## config.mk

```make
export PLATFORM = sky130hd
export DESIGN_NAME = lab2_proc_imul_arbiter_flat
export DESIGN_NICKNAME = d
export VERILOG_FILES = /design/src/rtl/lab2_proc_imul_arbiter_if.sv /design/src/rtl/lab2_proc_imul_arbiter.sv /design/src/flat_wrapper.sv
export SDC_FILE = /design/constraint.sdc
export NUM_CORES = 1
export LEC_CHECK = 0
export ABC_AREA = 1
export CAP_MARGIN = 10
export CORE_AREA = 2 2 107 109
export CTS_BUF_LIST = sky130_fd_sc_hd__clkbuf_2
export CTS_CLUSTER_DIAMETER = 60
export DETAILED_ROUTE_END_ITERATION = 10
export DIE_AREA = 0 0 109 111
export PLACE_DENSITY = 0.52
export SLEW_MARGIN = 20
export SYNTH_ARGS = -nofsm -noshare
export SYNTH_HDL_FRONTEND = slang
export SYNTH_SLANG_ARGS = --single-unit
```

## constraint.sdc

```tcl
create_clock -name clk -period 2.5 [get_ports clk]
set_input_delay 0.5 -clock clk [delete_from_list [all_inputs] [get_ports clk]]
set_output_delay 0.5 -clock clk [all_outputs]
set_load 0.01 [all_outputs]
```

## src/rtl/lab2_proc_imul_arbiter_if.sv

```systemverilog
// Val/rdy bundle joining the requesters, the round-robin arbiter and the shared multiplier.
// master = requesters plus multiplier side of the world, slave = the arbiter itself.
interface lab2_proc_imul_arbiter_if #(
  parameter int p_nreqs = 2
);
  logic [p_nreqs-1:0]    req_val;
  logic [p_nreqs-1:0]    req_rdy;
  logic [64*p_nreqs-1:0] req_msg;
  logic [p_nreqs-1:0]    resp_val;
  logic [p_nreqs-1:0]    resp_rdy;
  logic [31:0]           resp_msg;
  logic                  imul_req_val;
  logic                  imul_req_rdy;
  logic [63:0]           imul_req_msg;
  logic                  imul_resp_val;
  logic                  imul_resp_rdy;
  logic [31:0]           imul_resp_msg;

  modport master (
    output req_val, req_msg, resp_rdy, imul_req_rdy, imul_resp_val, imul_resp_msg,
    input  req_rdy, resp_val, resp_msg, imul_req_val, imul_req_msg, imul_resp_rdy
  );

  modport slave (
    input  req_val, req_msg, resp_rdy, imul_req_rdy, imul_resp_val, imul_resp_msg,
    output req_rdy, resp_val, resp_msg, imul_req_val, imul_req_msg, imul_resp_rdy
  );
endinterface

```

## src/rtl/lab2_proc_imul_arbiter.sv

```systemverilog
// Round-robin arbiter sharing one iterative multiplier among p_nreqs requesters, one op in flight.
// Optional per-requester grant counters are enabled with LAB2_PROC_IMUL_ARBITER_STATS_EN.
module lab2_proc_imul_arbiter #(
  parameter  int p_nreqs = 2,
  localparam int c_pw    = (p_nreqs > 1) ? $clog2(p_nreqs) : 1
) (
  input  logic                         clk,
  input  logic                         reset,
  lab2_proc_imul_arbiter_if.slave      bus,
  output logic                         o_busy,
  output logic [c_pw-1:0]              o_owner
`ifdef LAB2_PROC_IMUL_ARBITER_STATS_EN
  ,
  output logic [32*p_nreqs-1:0]        o_grant_cnt
`endif
);

  typedef enum logic {
    IDLE = 1'b0,
    BUSY = 1'b1
  } state_t;

  state_t             r_state;
  state_t             w_state_next;
  logic [c_pw-1:0]    r_ptr;
  logic [c_pw-1:0]    r_owner;
  logic [c_pw-1:0]    w_grant;
  logic [c_pw-1:0]    w_ptr_next;
  logic               w_found;
  logic               w_req_fire;
  logic               w_resp_fire;
  logic [p_nreqs-1:0] w_req_rdy;
  logic [p_nreqs-1:0] w_resp_val;
  logic [31:0]        w_resp_msg;
  logic               w_imul_req_val;
  logic               w_imul_resp_rdy;
  logic [63:0]        w_imul_req_msg;

  // Zero-cycle grant: first valid requester at or after the priority pointer, wrapping.
  always_comb begin
    int v_idx;
    w_grant = '0;
    w_found = 1'b0;
    v_idx   = 0;
    for (int k = 0; k < p_nreqs; k++) begin
      v_idx = int'(r_ptr) + k;
      if (v_idx >= p_nreqs) begin
        v_idx = v_idx - p_nreqs;
      end
      if (!w_found && bus.req_val[v_idx]) begin
        w_found = 1'b1;
        w_grant = c_pw'(v_idx);
      end
    end
    if (reset) begin
      w_grant = '0;
    end
  end

  assign w_ptr_next = (w_grant == c_pw'(p_nreqs - 1)) ? '0 : w_grant + 1'b1;

  // Outputs stay quiet throughout reset so nothing leaks from a pre-reset state.
  always_comb begin
    w_state_next    = r_state;
    w_req_rdy       = '0;
    w_resp_val      = '0;
    w_resp_msg      = '0;
    w_imul_req_val  = 1'b0;
    w_imul_resp_rdy = 1'b0;
    w_req_fire      = 1'b0;
    w_resp_fire     = 1'b0;
    w_imul_req_msg  = bus.req_msg[64*int'(w_grant) +: 64];
    if (!reset) begin
      case (r_state)
        IDLE: begin
          w_imul_req_val     = |bus.req_val;
          w_req_rdy[w_grant] = w_imul_req_val & bus.imul_req_rdy;
          w_req_fire         = w_imul_req_val & bus.imul_req_rdy;
          if (w_req_fire) begin
            w_state_next = BUSY;
          end
        end
        BUSY: begin
          w_resp_val[r_owner] = bus.imul_resp_val;
          w_resp_msg          = bus.imul_resp_msg;
          w_imul_resp_rdy     = bus.resp_rdy[r_owner];
          w_resp_fire         = bus.imul_resp_val & bus.resp_rdy[r_owner];
          if (w_resp_fire) begin
            w_state_next = IDLE;
          end
        end
        default: begin
          w_state_next = IDLE;
        end
      endcase
    end
  end

  always_ff @(posedge clk) begin
    if (reset) begin
      r_state <= IDLE;
      r_ptr   <= '0;
      r_owner <= '0;
    end else begin
      r_state <= w_state_next;
      if (w_req_fire) begin
        r_owner <= w_grant;
        r_ptr   <= w_ptr_next;
      end else if (w_resp_fire) begin
        r_owner <= '0;
      end
    end
  end

  assign bus.req_rdy       = w_req_rdy;
  assign bus.resp_val      = w_resp_val;
  assign bus.resp_msg      = w_resp_msg;
  assign bus.imul_req_val  = w_imul_req_val;
  assign bus.imul_req_msg  = w_imul_req_msg;
  assign bus.imul_resp_rdy = w_imul_resp_rdy;
  assign o_busy            = (r_state == BUSY) && !reset;
  assign o_owner           = reset ? '0 : r_owner;

`ifdef LAB2_PROC_IMUL_ARBITER_STATS_EN
  // One free-running 32b counter per requester, bumped on every request fire it wins.
  logic [31:0] r_grant_cnt [p_nreqs];

  for (genvar gi = 0; gi < p_nreqs; gi++) begin : g_stats
    always_ff @(posedge clk) begin
      if (reset) begin
        r_grant_cnt[gi] <= '0;
      end else if (w_req_fire && (w_grant == c_pw'(gi))) begin
        r_grant_cnt[gi] <= r_grant_cnt[gi] + 32'd1;
      end
    end
    assign o_grant_cnt[32*gi +: 32] = r_grant_cnt[gi];
  end
`endif

endmodule

```

## src/flat_wrapper.sv

```systemverilog
// flat-port wrapper written by rule: the top's interface ports become plain ports
module lab2_proc_imul_arbiter_flat 
#(
  parameter  int p_nreqs = 2,
  localparam int c_pw    = (p_nreqs > 1) ? $clog2(p_nreqs) : 1
)
  (clk, reset, o_busy, o_owner, bus_req_val, bus_req_msg, bus_resp_rdy, bus_imul_req_rdy, bus_imul_resp_val, bus_imul_resp_msg, bus_req_rdy, bus_resp_val, bus_resp_msg, bus_imul_req_val, bus_imul_req_msg, bus_imul_resp_rdy);
  lab2_proc_imul_arbiter_if #(.p_nreqs(p_nreqs)) bus_i ();
  input  logic clk;
  input  logic reset;
  output logic o_busy;
  output logic [c_pw-1:0] o_owner;
  input wire logic [$bits(bus_i.req_val)-1:0] bus_req_val;
  input wire logic [$bits(bus_i.req_msg)-1:0] bus_req_msg;
  input wire logic [$bits(bus_i.resp_rdy)-1:0] bus_resp_rdy;
  input wire logic [$bits(bus_i.imul_req_rdy)-1:0] bus_imul_req_rdy;
  input wire logic [$bits(bus_i.imul_resp_val)-1:0] bus_imul_resp_val;
  input wire logic [$bits(bus_i.imul_resp_msg)-1:0] bus_imul_resp_msg;
  output wire logic [$bits(bus_i.req_rdy)-1:0] bus_req_rdy;
  output wire logic [$bits(bus_i.resp_val)-1:0] bus_resp_val;
  output wire logic [$bits(bus_i.resp_msg)-1:0] bus_resp_msg;
  output wire logic [$bits(bus_i.imul_req_val)-1:0] bus_imul_req_val;
  output wire logic [$bits(bus_i.imul_req_msg)-1:0] bus_imul_req_msg;
  output wire logic [$bits(bus_i.imul_resp_rdy)-1:0] bus_imul_resp_rdy;
  assign bus_i.req_val = bus_req_val;
  assign bus_i.req_msg = bus_req_msg;
  assign bus_i.resp_rdy = bus_resp_rdy;
  assign bus_i.imul_req_rdy = bus_imul_req_rdy;
  assign bus_i.imul_resp_val = bus_imul_resp_val;
  assign bus_i.imul_resp_msg = bus_imul_resp_msg;
  assign bus_req_rdy = bus_i.req_rdy;
  assign bus_resp_val = bus_i.resp_val;
  assign bus_resp_msg = bus_i.resp_msg;
  assign bus_imul_req_val = bus_i.imul_req_val;
  assign bus_imul_req_msg = bus_i.imul_req_msg;
  assign bus_imul_resp_rdy = bus_i.imul_resp_rdy;
  lab2_proc_imul_arbiter #(.p_nreqs(p_nreqs)) u_core (.clk(clk), .reset(reset), .bus(bus_i), .o_busy(o_busy), .o_owner(o_owner));
endmodule
```

# ---- Word-level counts from Yosys, hierarchy flattened
# Cells that the tools add are included.
# W data, S select, Z words.
dict set report word_totals {
  wordCells 68
  reg_bits 3
  inputBits 168
  output_inout_bits 104
}
dict set report classes {
  magnitude_cmp 8
  addsub 4
  n_mux 39
  bitwise 5
  n_reduce_logical 8
  n_shift 1
}
# cell count
set ops {}
lappend ops {{$mux W32} 4}
lappend ops {{$shiftx A128 B8 Y64} 1}
lappend ops {{$lt A32 B3 Y1 const B} 2}
lappend ops {{$ge A32 B3 Y1 const B} 1}
lappend ops {{$sub A32 B3 Y32 const B} 1}
lappend ops {{$mux W1} 28}
lappend ops {{$mux W2} 4}
lappend ops {{$and A2 B2 Y2} 2}
lappend ops {{$logic_and A1 B1 Y1} 4}
lappend ops {{$lt A1 B2 Y1 const B} 2}
lappend ops {{$sub A1 B2 Y3 const B} 1}
lappend ops {{$add A1 B1 Y2 const B} 1}
lappend ops {{$and A1 B1 Y1} 2}
lappend ops {{$demux W1 S1} 2}
lappend ops {{$ge A1 B1 Y1 const B} 2}
lappend ops {{$ge A1 B2 Y1 const B} 1}
lappend ops {{$logic_not A1 Y1} 2}
lappend ops {{$pmux W1 S2} 1}
lappend ops {{$reduce_bool A2 Y1} 1}
lappend ops {{$reduce_or A2 Y1} 1}
lappend ops {{$add A1 B1 Y1 const B} 1}
lappend ops {{$not A1 Y1} 1}

# ---- Logic depth before layout (Yosys ltp)
dict set report logic_depth {
  word_depth 17
  depth_mapped 8
}

# ---- Least setup slack after synthesis
# No wires, ideal clock.
dict set report synth_timing {
  kind {input to output}
  start {input port reset}
  end {output port bus_resp_val[0]}
  stages 4
  arrival_ns 1.163
  path_slack_ns 0.837
  cell_sequence {buf_2 -> nor2_1 -> nand2_1 -> nor2_1}
}
dict set report synth_via {
  elab_chain_cells 1
}
# item line
set synth_lines {}
lappend synth_lines {{from (decl)} flat_wrapper.sv:10} ;# input logic reset;
lappend synth_lines {{$mux W2} lab2_proc_imul_arbiter.sv:73} ;# if (!reset) begin
lappend synth_lines {{to (decl)} flat_wrapper.sv:20} ;# output wire logic [$bits(bus_i.resp_val)-1:0] bus_resp_val;
# Every way passes these cells.

# ---- Worst setup path in the final report
dict set report layout_timing {
  start {input port bus_resp_rdy[1]}
  end {output port bus_imul_resp_rdy}
}
dict set report layout_via {
  elab_chain_cells 4
}
# item line
set layout_lines {}
lappend layout_lines {{from (decl)} flat_wrapper.sv:15} ;# input wire logic [$bits(bus_i.resp_rdy)-1:0] bus_resp_rdy;
lappend layout_lines {{$mux W1 (not written as such) (2 in a row)} lab2_proc_imul_arbiter.sv:86} ;# w_imul_resp_rdy = bus.resp_rdy[r_owner];
lappend layout_lines {{$mux W1} lab2_proc_imul_arbiter.sv:74} ;# case (r_state)
lappend layout_lines {{$mux W1} lab2_proc_imul_arbiter.sv:73}
lappend layout_lines {{to (decl)} flat_wrapper.sv:24} ;# output wire logic [$bits(bus_i.imul_resp_rdy)-1:0] bus_imul_resp_rdy;
# Every way passes these cells. The select of a mux whose other input is x is not followed.

==> impl_metrics.sql <==
INSERT INTO impl_metrics (metric_group, metric, value, unit) VALUES
('clocking', 'cts_max_path_buffers', '2', ''),
('clocking', 'tritoncts_clock_tree', 'built', ''),
('die', 'die_w', '109', 'um'),
('cells_and_area', 'drive_above_1_share', '5.27', '%'),
('drt', 'drcViolationCount', '0', ''),
('worst_setup_path', 'worstSetupPathType', 'input pin to output port', ''),
('drt', 'firstDrtPassIters', '4', ''),
('logic_synthesis', 'synth.cell_area', '1320', 'um^2'),
('timing', 'final_critical_path_setup_slack', '121', 'ps'),
('clocking', 'root_buffer', 'sky130_fd_sc_hd__clkbuf_2', ''),
('timing', 'timing.final.crit_share', '95.2', '%'),
('power_and_ir_drop', 'leakagePower', '2.17', 'nW'),
('logic_synthesis', 'yosysSeqAreaShare', '4.56', '%'),
('worst_setup_path', 'timing.critical_path.required', '2000', 'ps'),
('worst_setup_path', 'endpoint_kind', 'output port', ''),
('worst_setup_path', 'timing.critical_path.from_type', 'input pin', ''),
('global_route', 'grt_pass1_wl', '13.0', 'mm'),
('power_and_ir_drop', 'power_density', '198', 'nW/um^2'),
('cells_and_area', 'fin_nets', '757', ''),
('power_and_ir_drop', 'netSwitchingFraction', '36.8', '%'),
('timing', 'final_max_slew_viol_count', '0', ''),
('drt', 'dr.first_iter.drc_count', '136', ''),
('power_and_ir_drop', 'clock_power_share', '8.3', '%'),
('cells_and_area', 'layout_common_cells', '233 x sky130_fd_sc_hd__nand2_1, 201 x sky130_fd_sc_hd__clkdlybuf4s50_1, 41 x sky130_fd_sc_hd__nor2_1, 30 x sky130_fd_sc_hd__dlygate4sd2_1, 16 x sky130_fd_sc_hd__dlymetal6s2s_1', ''),
('global_route', 'globalRouteTotalUtil', '13.2', '%'),
('die', 'core.rowCount', '39', ''),
('drt', 'routed_wirelength', '9.01', 'mm'),
('worst_setup_path', 'critPathMaxFanout', '2', ''),
('power_and_ir_drop', 'combinationalPowerShare', '84.7', '%'),
('power_and_ir_drop', 'p_int', '534', 'uW'),
('global_route', 'vias_in_the_first_global_route', '2575', ''),
('timing', 'setup_total_negative_slack', '0', 'ps'),
('die', 'ioPinCount', '272', ''),
('timing', 'tightest_slew', '452', 'ps'),
('die', 'effective_utilization_at_floorplan', '11.9', '%'),
('global_route', 'grt_start_max_net_pins', '46', ''),
('logic_synthesis', 'ys_ff_latch', '3', ''),
('global_route', 'antenna_found_initial', '0', ''),
('timing', 'final-hold-violation-count', '0', ''),
('clocking', 'worstSkewPairLatency', '210', 'ps'),
('power_and_ir_drop', 'total_power', '846', 'uW'),
('logic_synthesis', 'ys_types', '16', ''),
('drt', 'wl_per_cell', '12.3', 'um'),
('timing', 'fmax', '420', 'MHz'),
('logic_synthesis', 'post_synth_inst_count', '321', ''),
('power_and_ir_drop', 'ir_drop', '0.0871', 'mV'),
('placement', 'placed_wire_length_estimate', '7.24', 'mm'),
('placement', 'portBuffers', '271', ''),
('timing', 'final.setup_skew', '1.42', 'ps'),
('placement', 'gp_congestion', '0.793', ''),
('hold_path', 'worstHoldPathType', 'flop to flop', ''),
('die', 'core-area', '11100', 'um^2'),
('worst_setup_path', 'worstPathArrival', '1880', 'ps'),
('placement', 'dp.cells', '723', ''),
('clocking', 'cts_buffers', '3', ''),
('status', 'outcome', 'finished clean', ''),
('logic_synthesis', 'synthesis.area_per_instance', '4.10', 'um^2'),
('timing', 'setup_failing_eps_final', '0', ''),
('cells_and_area', 'antenna_cells_inserted', '0', ''),
('job', 'maxCapViolations', '0', ''),
('clocking', 'worst_setup_hold_path_clk_slew', '40', 'ps'),
('drt', 'routed-via-count', '2812', ''),
('placement', 'place_ws', '-304', 'ps'),
('power_and_ir_drop', 'switchingPower', '311', 'uW'),
('logic_synthesis', 'synth-warning-count', '0', ''),
('logic_synthesis', 'synth.net_count', '489', ''),
('global_route', 'gr-total-overflow', '0', ''),
('cells_and_area', 'final_common_cell', 'sky130_fd_sc_hd__nand2_1', ''),
('clocking', 'cts_num_sinks', '3', ''),
('timing', 'slew-limit-headroom', '69.9', '%'),
('cells_and_area', 'synthToLayoutAreaGrowth', '224', '%'),
('cells_and_area', 'instances_no_fill', '731', ''),
('timing', 'grt_setup_unrepaired', 'false', ''),
('drt', 'vias_per_cell', '3.85', ''),
('drt', 'drt.antenna.violating_nets', '0', ''),
('timing', 'min_period', '2380', 'ps'),
('power_and_ir_drop', 'pwr-share-seq', '7.1', '%'),
('cells_and_area', 'filler_cell_count', '1209', ''),
('die', 'design.die.area', '12100', 'um^2'),
('die', 'fp.dieH', '111', 'um'),
('timing', 'finalHoldWorstSlack', '464', 'ps'),
('clocking', 'cts_htree_levels', '1', '');
==> synth_stat cells, drive strengths merged <==
master	count	share of area (%)
a21oi	1	0.38
buf	20	9.2
clkbuf	2	0.57
dfxtp	3	4.6
inv	11	3.1
nand2	234	67
nand3	2	0.76
nand4	1	0.48
nor2	43	12
nor3	2	0.76
o21ai	2	0.76
==> final timing paths <==
| check | from | endpoint | slack, ps | cells past startpoint |
|---|---|---|---|---|
| setup / recovery | bus_resp_rdy[1] | bus_imul_resp_rdy | 120 | 6 |
| hold / removal | u_core.r_ptr$_SDFFE_PP0P_ | u_core.r_ptr$_SDFFE_PP0P_ | 460 | 2 |
| setup reg to reg | u_core.r_state$_SDFF_PP0_ | u_core.r_ptr$_SDFFE_PP0P_ | 1310 | 5 |
| hold reg to reg | u_core.r_ptr$_SDFFE_PP0P_ | u_core.r_ptr$_SDFFE_PP0P_ | 460 | 2 |
==> critical path: stages <==
cell                              delay, ps
sky130_fd_sc_hd__clkdlybuf4s50_1        490
sky130_fd_sc_hd__inv_1                   40
sky130_fd_sc_hd__nand2_1                 40
sky130_fd_sc_hd__o21ai_0                 90
sky130_fd_sc_hd__nor3_1                 140
sky130_fd_sc_hd__clkdlybuf4s50_1        570
==> power by group through the flow <==
stage          Combinational (mW)  Sequential, mW  Clock [mW]
2_1_floorplan               0.238          0.0545           0
3_3_place_gp                0.757          0.0608           0
3_5_place_dp                0.758          0.0610           0
4_1_cts                     0.715          0.0602      0.0719
5_1_grt                     0.778          0.0611      0.0774
6_report                    0.716          0.0599      0.0698
==> flip-flops by register name (all words and copies together), names as in the netlist <==
name and count:
u_core.r_owner 1, u_core.r_state 1, u_core.r_ptr 1
==> per-stage QoR <==
step                instance area [um^2]  utilization (%)
detailed placement                  4200             38.0
global placement                    4200             38.0
global route                        4260             38.5
floorplan                           1320                -
finish                              4260             38.5
CTS                                 4180             37.7
==> cell type report <==
class	instances	area (um^2)	area share, %
clock buffer	4	20.0	0.469
inverter	11	46.3	1.09
multi-input combinational	285	1090	25.5
sequential	3	60.1	1.41
tap	143	179	4.20
timing repair buffer	285	2870	67.3
==> what timing repair did <==
action / CTS / global route
gates resized for setup: 61 / 52
gates cloned: 0 / 2
setup endpoints to repair: 69 / 81
setup buffers: 0 / 2
hold buffers: 0 / 0
==> logic make-up after synthesis <==
family,after synthesis,share of synthesized area (%)
buf+inv,33,12.9
compound gates,3,1.14
simple gates,282,81.4
flops,3,4.56
==> per-layer routing <==
metal	vias up	part of all wire [%]	track usage, %	wire, um
met5	-	0	0	0
li1	1476	-	-	-
met3	7	11	3.12	994
met2	138	50	25.1	4500
met1	1191	38	14.8	3440
met4	0	0.76	1.97	68
No activity file was read; power rests on OpenSTA's default activity.
